--- src/rtl/button_debounce.sv ---
// Button front end: per-channel 2-FF synchronizer, consecutive-sample debounce FSM,
// registered press/release pulses and sticky press flags with a read-and-clear port.

module button_debounce_ch #(
    parameter int DEBOUNCE_CYCLES = 1000000,
    parameter bit ACTIVE_LOW      = 1'b0,
    parameter int CNT_W           = $clog2(DEBOUNCE_CYCLES + 1)
) (
    input  logic clk,
    input  logic rst,
    input  logic btn_raw,
    input  logic evt_clr,
    output logic btn_stable,
    output logic btn_press,
    output logic btn_release,
    output logic btn_event
);
    typedef enum logic {STABLE = 1'b0, CHECK = 1'b1} state_t;

    localparam logic [CNT_W-1:0] CNT_LAST = CNT_W'(DEBOUNCE_CYCLES - 1);
    localparam logic [CNT_W-1:0] CNT_ONE  = CNT_W'(1);

    logic [1:0]       sync_q;
    logic             s;
    state_t           state, state_nxt;
    logic [CNT_W-1:0] cnt, cnt_nxt;
    logic             stable_nxt, press_nxt, release_nxt, event_nxt, accept;

    // Polarity is folded in before the chain so everything downstream sees 1 = pressed.
    always_ff @(posedge clk or posedge rst) begin
        if (rst) sync_q <= 2'b00;
        else     sync_q <= {sync_q[0], btn_raw ^ ACTIVE_LOW};
    end

    assign s = sync_q[1];

    always_ff @(posedge clk or posedge rst) begin
        if (rst) begin
            state       <= STABLE;
            cnt         <= '0;
            btn_stable  <= 1'b0;
            btn_press   <= 1'b0;
            btn_release <= 1'b0;
            btn_event   <= 1'b0;
        end else begin
            state       <= state_nxt;
            cnt         <= cnt_nxt;
            btn_stable  <= stable_nxt;
            btn_press   <= press_nxt;
            btn_release <= release_nxt;
            btn_event   <= event_nxt;
        end
    end

    always_comb begin
        state_nxt   = state;
        cnt_nxt     = cnt;
        stable_nxt  = btn_stable;
        press_nxt   = 1'b0;
        release_nxt = 1'b0;
        accept      = 1'b0;
        case (state)
            STABLE: begin
                cnt_nxt = '0;
                if (s != btn_stable) begin
                    if (DEBOUNCE_CYCLES == 1) begin
                        accept = 1'b1;
                    end else begin
                        state_nxt = CHECK;
                        cnt_nxt   = CNT_ONE;
                    end
                end
            end
            CHECK: begin
                // A single agreeing sample is a bounce: the run restarts from zero.
                if (s == btn_stable) begin
                    state_nxt = STABLE;
                    cnt_nxt   = '0;
                end else if (cnt == CNT_LAST) begin
                    accept = 1'b1;
                end else begin
                    cnt_nxt = cnt + CNT_ONE;
                end
            end
            default: begin
                state_nxt = STABLE;
                cnt_nxt   = '0;
            end
        endcase
        if (accept) begin
            stable_nxt  = s;
            state_nxt   = STABLE;
            cnt_nxt     = '0;
            press_nxt   = s;
            release_nxt = ~s;
        end
        // Set beats clear so a press landing on the bridge's read is never lost.
        event_nxt = press_nxt ? 1'b1 : (evt_clr ? 1'b0 : btn_event);
    end
endmodule

module button_debounce #(
    parameter int N_BTN           = 5,
    parameter int DEBOUNCE_CYCLES = 1000000,
    parameter bit ACTIVE_LOW      = 1'b0
) (
    input  logic             clk,
    input  logic             rst,
    input  logic [N_BTN-1:0] btn_raw,
    input  logic [N_BTN-1:0] evt_clr,
    output logic [N_BTN-1:0] btn_stable,
    output logic [N_BTN-1:0] btn_press,
    output logic [N_BTN-1:0] btn_release,
    output logic [N_BTN-1:0] btn_event
);
    localparam int CNT_W = $clog2(DEBOUNCE_CYCLES + 1);

    for (genvar i = 0; i < N_BTN; i++) begin : g_ch
        button_debounce_ch #(
            .DEBOUNCE_CYCLES(DEBOUNCE_CYCLES),
            .ACTIVE_LOW     (ACTIVE_LOW),
            .CNT_W          (CNT_W)
        ) u_ch (
            .clk        (clk),
            .rst        (rst),
            .btn_raw    (btn_raw[i]),
            .evt_clr    (evt_clr[i]),
            .btn_stable (btn_stable[i]),
            .btn_press  (btn_press[i]),
            .btn_release(btn_release[i]),
            .btn_event  (btn_event[i])
        );
    end
endmodule

--- config.mk ---
export PLATFORM = sky130hd
export DESIGN_NAME = button_debounce
export DESIGN_NICKNAME = d
export VERILOG_FILES = /design/src/rtl/button_debounce.sv
export SDC_FILE = /design/constraint.sdc
export NUM_CORES = 1
export LEC_CHECK = 0
export BUFFER_PORTS_ARGS = -buffer_cell sky130_fd_sc_hd__buf_4
export CORE_UTILIZATION = 60
export CTS_CLUSTER_DIAMETER = 30
export DETAILED_ROUTE_END_ITERATION = 10
export GPL_ROUTABILITY_DRIVEN = 0
export PLACE_DENSITY = 0.88
export SLEW_MARGIN = 10
export SYNTH_ARGS = -nofsm -noshare
export SYNTH_HDL_FRONTEND = slang
export SYNTH_HIERARCHICAL = 1
export SYNTH_SLANG_ARGS = --single-unit
--- constraint.sdc ---
create_clock -name clk -period 3.4 [get_ports clk]
set_input_delay 0.68 -clock clk [delete_from_list [all_inputs] [get_ports clk]]
set_output_delay 0.68 -clock clk [all_outputs]
set_load 0.1 [all_outputs]
Word-level counts from Yosys, hierarchy flattened

Cells that the tools add are included.

Output and inout port bits: 20
Logic and storage cells: 155
Input port bits: 12
Register bits: 135

Bitwise gates (word level): 10
Multiplexer cells: 80
$add $sub $neg: 5
Reduce and logical (&&, ||, !) cells: 5
Eq/ne operators: 20

Operators with widths:

| kind                                                            | number |
|---|---|
| 20-bit two-way mux                                              | 15 |
| 20-bit one-hot mux with 2 select lines                          | 5 |
| 20-bit by 1-bit adder with 20-bit output, second input constant | 5 |
| 20-bit == test, second input constant                           | 5 |
| 1-bit two-way mux                                               | 55 |
| 4-bit != test, second input constant                            | 5 |
| 1-bit inverter                                                  | 10 |
| 1-bit one-hot mux with 2 select lines                           | 5 |
| 2-bit nonzero test                                              | 5 |
| 1-bit == test                                                   | 5 |
| 1-bit != test                                                   | 5 |

Logic depth before layout (Yosys ltp)

Gate-level depths: netlist of the first run.

Word-level depth: 6
Gate-level depth with buffers: 6
Gate-level depth less buffers: 5

Hierarchy

Netlist of the first run, hierarchy kept.

By module, submodules not included:

| module             | area an instance (sq um) | seq. area each (sq um) | cells each | instances |
|---|---|---|---|---|
| button_debounce_ch | 1300.0                   | 675.6                  | 122        | 5 |

Least setup slack after synthesis of the first run

OpenSTA, ideal clock, no wires.

Kind: register to register
Start point: register g_ch[0].u_ch.btn_stable
End point: register g_ch[0].u_ch.cnt[10]
Stages on the path, launching flop included: 5
Data required time: 3329 ps
Arrival: 1758 ps
Setup time: 71 ps
Setup slack: 1571 ps
Clock period less this slack: 1829 ps
Buffers on the path: 1
Path through: dfrtp_1 xor2_1 o211ai_2 buf_2 nor2_1

Word-level cells in the longest chain between the ends: 4
Elaborated cells between the ends (all ways): 7
Those cells by class: eq/ne (2); mux (5)

RTL lines:

| element                                                                     | RTL line | source |
|---|---|---|
| start, declared                                                             | 13       | `output logic btn_stable,` |
| start signal, assigned                                                      | 48       | `btn_stable <= stable_nxt;` |
| 1-bit == test *                                                             | 76       | `if (s == btn_stable) begin` |
| 1-bit two-way mux or 20-bit two-way mux (tied branches)                     | 76       |  |
| 1-bit two-way mux or 20-bit one-hot mux with 2 select lines (tied branches) | 62       | `case (state)` |
| 4-bit != test (no source line) or 20-bit two-way mux (tied branches)        | --       |  |
| end signal, assigned                                                        | 47       | `cnt <= cnt_nxt;` |
| end, declared                                                               | 26       | `logic [CNT_W-1:0] cnt, cnt_nxt;` |

Every way passes the cells marked *; elsewhere a longest branch is shown, timed or not.
A chain may end at the register's enable or synchronous reset.

Worst setup path after layout of the first run

Start point: register g_ch[0].u_ch.cnt[16]
End point: register g_ch[0].u_ch.cnt[16]

Word-level cells in the longest chain between the ends: 5
Elaborated cells between the ends (all ways): 10
Those cells by class: add/sub (1); eq/ne (2); mux (7)

RTL lines:

| element                                                                     | RTL line | source |
|---|---|---|
| 20-bit by 1-bit adder with 20-bit output or 20-bit == test (tied branches)  | 82, 79   |  |
| 20-bit two-way mux or 1-bit two-way mux (tied branches)                     | 79       | `end else if (cnt == CNT_LAST) begin` |
| 20-bit two-way mux or 1-bit two-way mux (tied branches)                     | 76       |  |
| 20-bit one-hot mux with 2 select lines or 1-bit two-way mux (tied branches) | 62       |  |
| 20-bit two-way mux or 4-bit != test (tied branches)                         | --       |  |

Several ways; a longest one is shown, not always the timed one. The select of a mux whose other input is x is not followed.

==> impl_metrics.json, run 1 <==
{
  "status": "complete, no violations",
  "period_share_pct": 62.7,
  "synth_commonest_cells": "dfrtp_1 (135), nor2_1 (90), xnor2_1 (60)",
  "post-route-drc-count": 0,
  "dpl.cell_count": 762,
  "p_leak_nw": 3.06,
  "area_growth_pct": 13.7,
  "timing.rr.start": "g_ch[0].u_ch/cnt[16]$_DFFE_PP0P_",
  "cts.sinks": 135,
  "setup_tns_ns": 0,
  "busiest_layer": "met2",
  "relSlewSlack_pct": 28.2,
  "final_cells": 793,
  "worstHoldStart": "btn_raw[1]",
  "synthTopCellsByArea": "dfrtp_1 (52%), xnor2_1 (8.1%), nor2_1 (5.2%), nand4_4 (3.3%), xor2_1 (2.7%)",
  "via_per_inst": 5.88,
  "dieWidth_um": 106,
  "avgSynthCellArea_sq_um": 10.7,
  "cp.required_ns": 3.81,
  "peakVddDrop_mv": 0.421,
  "hpwl_um": 8940,
  "finalCriticalPeriod_ns": 2.13,
  "rsz0062_at_grt": "no",
  "cts_buffers": 17,
  "fp.dieArea_sq_mm": 0.0113,
  "detail-route-antenna-nets": 0,
  "grt_max_degree": 28,
  "wl_um": 12700,
  "synth.distinct_cells": 33,
  "avgRoutedWirePerCell_um": 16.1,
  "synth_top_area_share_pct": 52.0,
  "cts_buffer_depth": 2,
  "ys_ff_latch": 135,
  "synth_top_flop_cell": "dfrtp_1",
  "dieHeight_um": 106,
  "cts_root_buf": "clkbuf_8",
  "h-tree-depth": 4,
  "gr-usage-all-layers_pct": 25.2,
  "skew_ns": 0.00609,
  "maxSlewViolCount": 0,
  "met3_usage_pct": 6.25,
  "hold_depth": 1,
  "min_path_type": "input pin to flop",
  "rr_endpoint": "g_ch[0].u_ch/cnt[16]$_DFFE_PP0P_",
  "synth_edf_count": 0,
  "path_max_fanout": 18,
  "num_rows": 37,
  "diodes": 0,
  "async_flop_share_pct": 100,
  "path_cells": "nand3_1 > or4_1 > o211ai_2 > o21ba_2",
  "start_util_pct": 62.4,
  "cts_tree": "done",
  "dr.pass1.iters": 5,
  "critPathMaxStageDelay_ns": 0.66,
  "maxCapViolations": 0,
  "synth_warnings": 6,
  "nets": 662,
  "worst_pin_slew_ns": 1.08,
  "syn-num-nets": 627,
  "cts.repair.resized": 0,
  "cp-start-kind": "flop",
  "yosysTopAreaCell": "dfrtp_1",
  "clock_latency_ns": 0.52,
  "fin_ws_ns": 1.27,
  "r2r_setup_slack_ns": 1.27,
  "synth-seq-area-share_pct": 52.0,
  "first_global_vias": 4736,
  "holdBufCountCts": 0,
  "drive_gt1_share_pct": 14.3,
  "setup_viol": 0,
  "dpl_worst_slack_ns": 1.28,
  "met1_usage_pct": 31.6,
  "power_density_mw_per_mm2": 466,
  "hold_path_end": "g_ch[1].u_ch/sync_q[0]$_DFF_PP0_",
  "postSynthCellCount": 610,
  "syn-cell-area_sq_mm": 0.00650,
  "grtUsageMet2_pct": 42.1,
  "drt_iter0_markers": 212,
  "final_hold_viol_count": 0,
  "fmax_mhz": 469,
  "ff2ff_path_depth": 4,
  "grt_pass1_wl_um": 22200,
  "crit_path_end_kind": "flop",
  "cts.clk_slew.worst_paths_ns": 0.06,
  "antenna_found_initial": 0,
  "num_vias": 4664,
  "core_sq_mm": 0.0104,
  "portBuffers": 31,
  "io_pins": 32,
  "yosysMostFrequentCell": "dfrtp_1",
  "critPathKind": "flop to flop",
  "post_cts_buffers": 0,
  "gr-total-overflow": 0,
  "crit_path_top_delay_cell": "o211ai_2",
  "crit_arrival_ns": 2.54
}
[cell type report]
cell class              instances  area, sq um
flip-flops and latches        135         3380
clock buffers                  22          453
fillers                       725         3030
repair buffers                 31          233
clock inverters                 9          101
multi-input cells             420         2900
inverters                      40          150
well taps                     136          170
[worst max path at each step]
stage	start	to	slack (ns)	depth (start not counted)
6_report	g_ch[0].u_ch/cnt[16]$_DFFE_PP0P_	g_ch[0].u_ch/cnt[16]$_DFFE_PP0P_	1.27	4
5_1_grt	g_ch[1].u_ch/cnt[16]$_DFFE_PP0P_	g_ch[1].u_ch/cnt[16]$_DFFE_PP0P_	1.11	4
4_1_cts	g_ch[0].u_ch/cnt[16]$_DFFE_PP0P_	g_ch[0].u_ch/cnt[16]$_DFFE_PP0P_	1.26	4
3_5_place_dp	g_ch[3].u_ch/cnt[16]$_DFFE_PP0P_	g_ch[3].u_ch/cnt[16]$_DFFE_PP0P_	1.28	4
3_3_place_gp	g_ch[3].u_ch/cnt[16]$_DFFE_PP0P_	g_ch[3].u_ch/cnt[16]$_DFFE_PP0P_	1.36	4
2_1_floorplan	g_ch[0].u_ch/btn_stable$_DFFE_PP0P_	g_ch[0].u_ch/cnt[10]$_DFFE_PP0P_	1.57	4
[critical path, delay by kind of cell, from the launching register on]
family / cells / cell delay (ns)
AOI/OAI and AO/OA: 2 / 0.91
and+or+nand+nor: 2 / 0.71
DFF: 1 / 0.40
[metal layers]
layer  vias to the layer above  wire, um
met1                      2321      5530
met4                         0       189
met5                         -         0
met2                       105      6530
met3                        19       486
li1                       2219         -
[layout by cell type (no fill, tap or decap), types with 15 or more instances in the layout]
cell	synthesis	final
nor3_1	20	20
xor2_1	20	20
nand2_1	20	20
nor2_1	90	90
buf_4	0	31
dfrtp_1	135	135
or4_1	20	20
xnor2_1	60	60
o31ai_1	15	15
clkbuf_16	0	16
inv_1	40	40
nand3_1	25	25
a21oi_1	15	15
nor4_1	25	25
[cells by family (layout without fill, tap and decap cells)]
group	Yosys count	in the layout	synth area share, %
AOI/OAI and AO/OA	55	55	6.54
and+or+nand+nor	275	275	25.5
buffers and inverters	55	102	3.37
muxes	5	5	0.866
adders and majority gates	5	5	0.962
xor gates and xnor gates	80	80	10.8
DFF	135	135	52.0
[report_power, final]
group          internal, mW  switching [mW]
sequential             1.62          0.0233
combinational        0.0244          0.0638
clock                  1.07           0.633
[stage by stage]
stage | util [%] | area [sq um] | hold WS (ns) | power [mW]
after CTS | 70.9 | 7390 | 0.244 | 3.47
final | 70.9 | 7390 | 0.263 | 3.44
after floorplan | - | 6500 | 0.331 | 1.73
after global placement | 65.6 | 6830 | 0.333 | 1.76
after global routing | 70.9 | 7390 | 0.240 | 3.56
after detailed placement | 65.6 | 6830 | 0.335 | 1.77
[flip-flops by register name, summed over array words and instances, names as in the netlist]
register / count
g_ch.u_ch/btn_event: 5
g_ch.u_ch/sync_q: 10
g_ch.u_ch/btn_press: 5
g_ch.u_ch/btn_release: 5
g_ch.u_ch/cnt: 100
g_ch.u_ch/state: 5
g_ch.u_ch/btn_stable: 5
Power figures use the tool's default switching activity.
==> run 2, diff against run 1 <==
- clock period: 3.4 -> 2 ns (I/O delays scaled with it)
==> run 2 against run 1 <==
Against the previous run:
- sequential share of layout area fell by 1.5 points
- largest power group unchanged
- via count rose by 1.5%
- critical path type unchanged
- die area stayed put
- total power rose by 70%
==> impl_metrics.json, run 2 (synthesis gave the netlist of run 1 again) <==
{
  "hpwl_um": 9050,
  "peakVddDrop_mv": 0.578,
  "status": "complete, no violations",
  "post-route-drc-count": 0,
  "first_global_vias": 4939,
  "path_max_fanout": 4,
  "drt_iter0_markers": 260,
  "cts_buffers": 17,
  "clock_latency_ns": 0.53,
  "maxSlewViolCount": 0,
  "power_density_mw_per_mm2": 766,
  "p_leak_nw": 3.20,
  "nets": 693,
  "drive_gt1_share_pct": 18.0,
  "final_cell_mix": "dfrtp_1 (134), nor2_1 (90), xnor2_1 (60)",
  "maxCapViolations": 0,
  "hold_depth": 3,
  "dieHeight_um": 106,
  "grt_pass1_wl_um": 23100,
  "detail-route-antenna-nets": 0,
  "finalCriticalPeriod_ns": 1.90,
  "cts.sinks": 135,
  "area_growth_pct": 17.7,
  "cp-start-kind": "flop",
  "grt_max_degree": 28,
  "cts_buffer_depth": 2,
  "p_clk_share_pct": 49.1,
  "crit_arrival_ns": 2.35,
  "critPathKind": "flop to flop",
  "dr.pass1.iters": 5,
  "portBuffers": 31,
  "relSlewSlack_pct": 73.7,
  "swShare_pct": 23.0,
  "h-tree-depth": 4,
  "via_per_inst": 5.74,
  "post_cts_buffers": 0,
  "ff2ff_path_depth": 5,
  "cts.clk_slew.worst_paths_ns": 0.06,
  "worst_pin_slew_ns": 0.392,
  "placed_cell_area_sq_mm": 0.00703,
  "cts_tree": "done",
  "num_rows": 37,
  "skew_ns": 0.00716,
  "intPower_mw": 4.51,
  "p_seq_share_pct": 47.8,
  "start_util_pct": 62.4,
  "period_share_pct": 94.9,
  "fmax_mhz": 527,
  "gr-usage-all-layers_pct": 26.4,
  "cts_root_buf": "clkbuf_8",
  "diodes": 0,
  "setup_viol": 0,
  "dieWidth_um": 106,
  "rsz0062_at_grt": "no",
  "io_pins": 32,
  "reg_top3": "g_ch.u_ch/cnt x100, g_ch.u_ch/sync_q x10",
  "fp.dieArea_sq_mm": 0.0113,
  "wl_um": 13100,
  "final_common_cell": "dfrtp_1",
  "stdcell_area_sq_mm": 0.00765,
  "avgRoutedWirePerCell_um": 15.9,
  "regMostFlops": "g_ch.u_ch/cnt",
  "core_sq_mm": 0.0104,
  "num_vias": 4732,
  "largest_reg_flops": 100,
  "setup_tns_ns": 0,
  "gr-total-overflow": 0,
  "antenna_found_initial": 0,
  "cp.required_ns": 2.45,
  "p_switching_mw": 1.35,
  "utilization_pct": 73.4,
  "crit_path_end_kind": "flop",
  "final_hold_viol_count": 0,
  "combPwrFrac_pct": 3.2,
  "min_path_type": "input pin to flop"
}
## run 2: worst paths after layout
check,startpoint,end,slack (ns)
min in group asynchronous,rst,g_ch[3].u_ch/cnt[9]$_DFFE_PP0P_,0.53
worst min register to register,g_ch[2].u_ch/sync_q[0]$_DFF_PP0_,g_ch[2].u_ch/sync_q[1]$_DFF_PP0_,0.35
worst max-delay path,g_ch[4].u_ch/cnt[0]$_DFFE_PP0P_,g_ch[4].u_ch/cnt[18]$_DFFE_PP0P_,0.10
max in group asynchronous,rst,g_ch[2].u_ch/cnt[0]$_DFFE_PP0P_,1.18
worst min-delay path,evt_clr[0],g_ch[0].u_ch/btn_event$_DFFE_PP0P_,0.16
worst max register to register,g_ch[4].u_ch/cnt[0]$_DFFE_PP0P_,g_ch[4].u_ch/cnt[18]$_DFFE_PP0P_,0.10
## run 2: worst max-delay path, cell delays in order (launching register included)
cell	delay, ns
dfrtp_1	0.44
ha_1	0.23
nand3_1	0.10
or3_1	0.45
or4_1	0.43
a21oi_1	0.18
## run 2: power groups by stage
stage | registers [mW] | clock network [mW] | logic [mW]
after detailed placement | 2.85 | 0 | 0.177
after CTS | 2.80 | 2.93 | 0.189
after global routing | 2.80 | 3.07 | 0.211
after global placement | 2.84 | 0 | 0.171
final | 2.80 | 2.88 | 0.185
after floorplan | 2.84 | 0 | 0.107
## run 2: routing by layer
layer | vias to the layer above | GRT usage, % | wire length, um | share of wire, %
met3 | 19 | 7.30 | 527 | 4.0
met1 | 2336 | 31.3 | 5450 | 42
met2 | 101 | 46.2 | 6950 | 53
met4 | 0 | 9.33 | 206 | 1.6
met5 | - | 0 | 0 | 0
li1 | 2276 | - | - | -
## run 2: metrics by stage
| stage | power [mW] | std cells | setup WS [ns] | hold slack [ns] |
|---|---|---|---|---|
| after floorplan | 2.95 | 610 | 0.171 | 0.331 |
| after global placement | 3.02 | 787 | 0.200 | 0.334 |
| after detailed placement | 3.02 | 787 | 0.133 | 0.335 |
| after CTS | 5.91 | 825 | 0.0753 | 0.143 |
| after global routing | 6.09 | 825 | 0.00398 | 0.135 |
| final | 5.86 | 825 | 0.102 | 0.160 |
## run 2: area by class of cell
cell class,instances,area (sq um)
sequential,135,3380
fill,673,2770
timing repair buffer,62,493
tap,136,170
clock buffer,18,428
inverter,40,150
clock inverter,14,126
multi-input combinational,420,2900
## run 2: repair_timing
action	CTS	global route
hold buffers	6	0
resized for setup	0	1
endpoints found under the setup margin	0	1
endpoints found under the hold margin	140	0
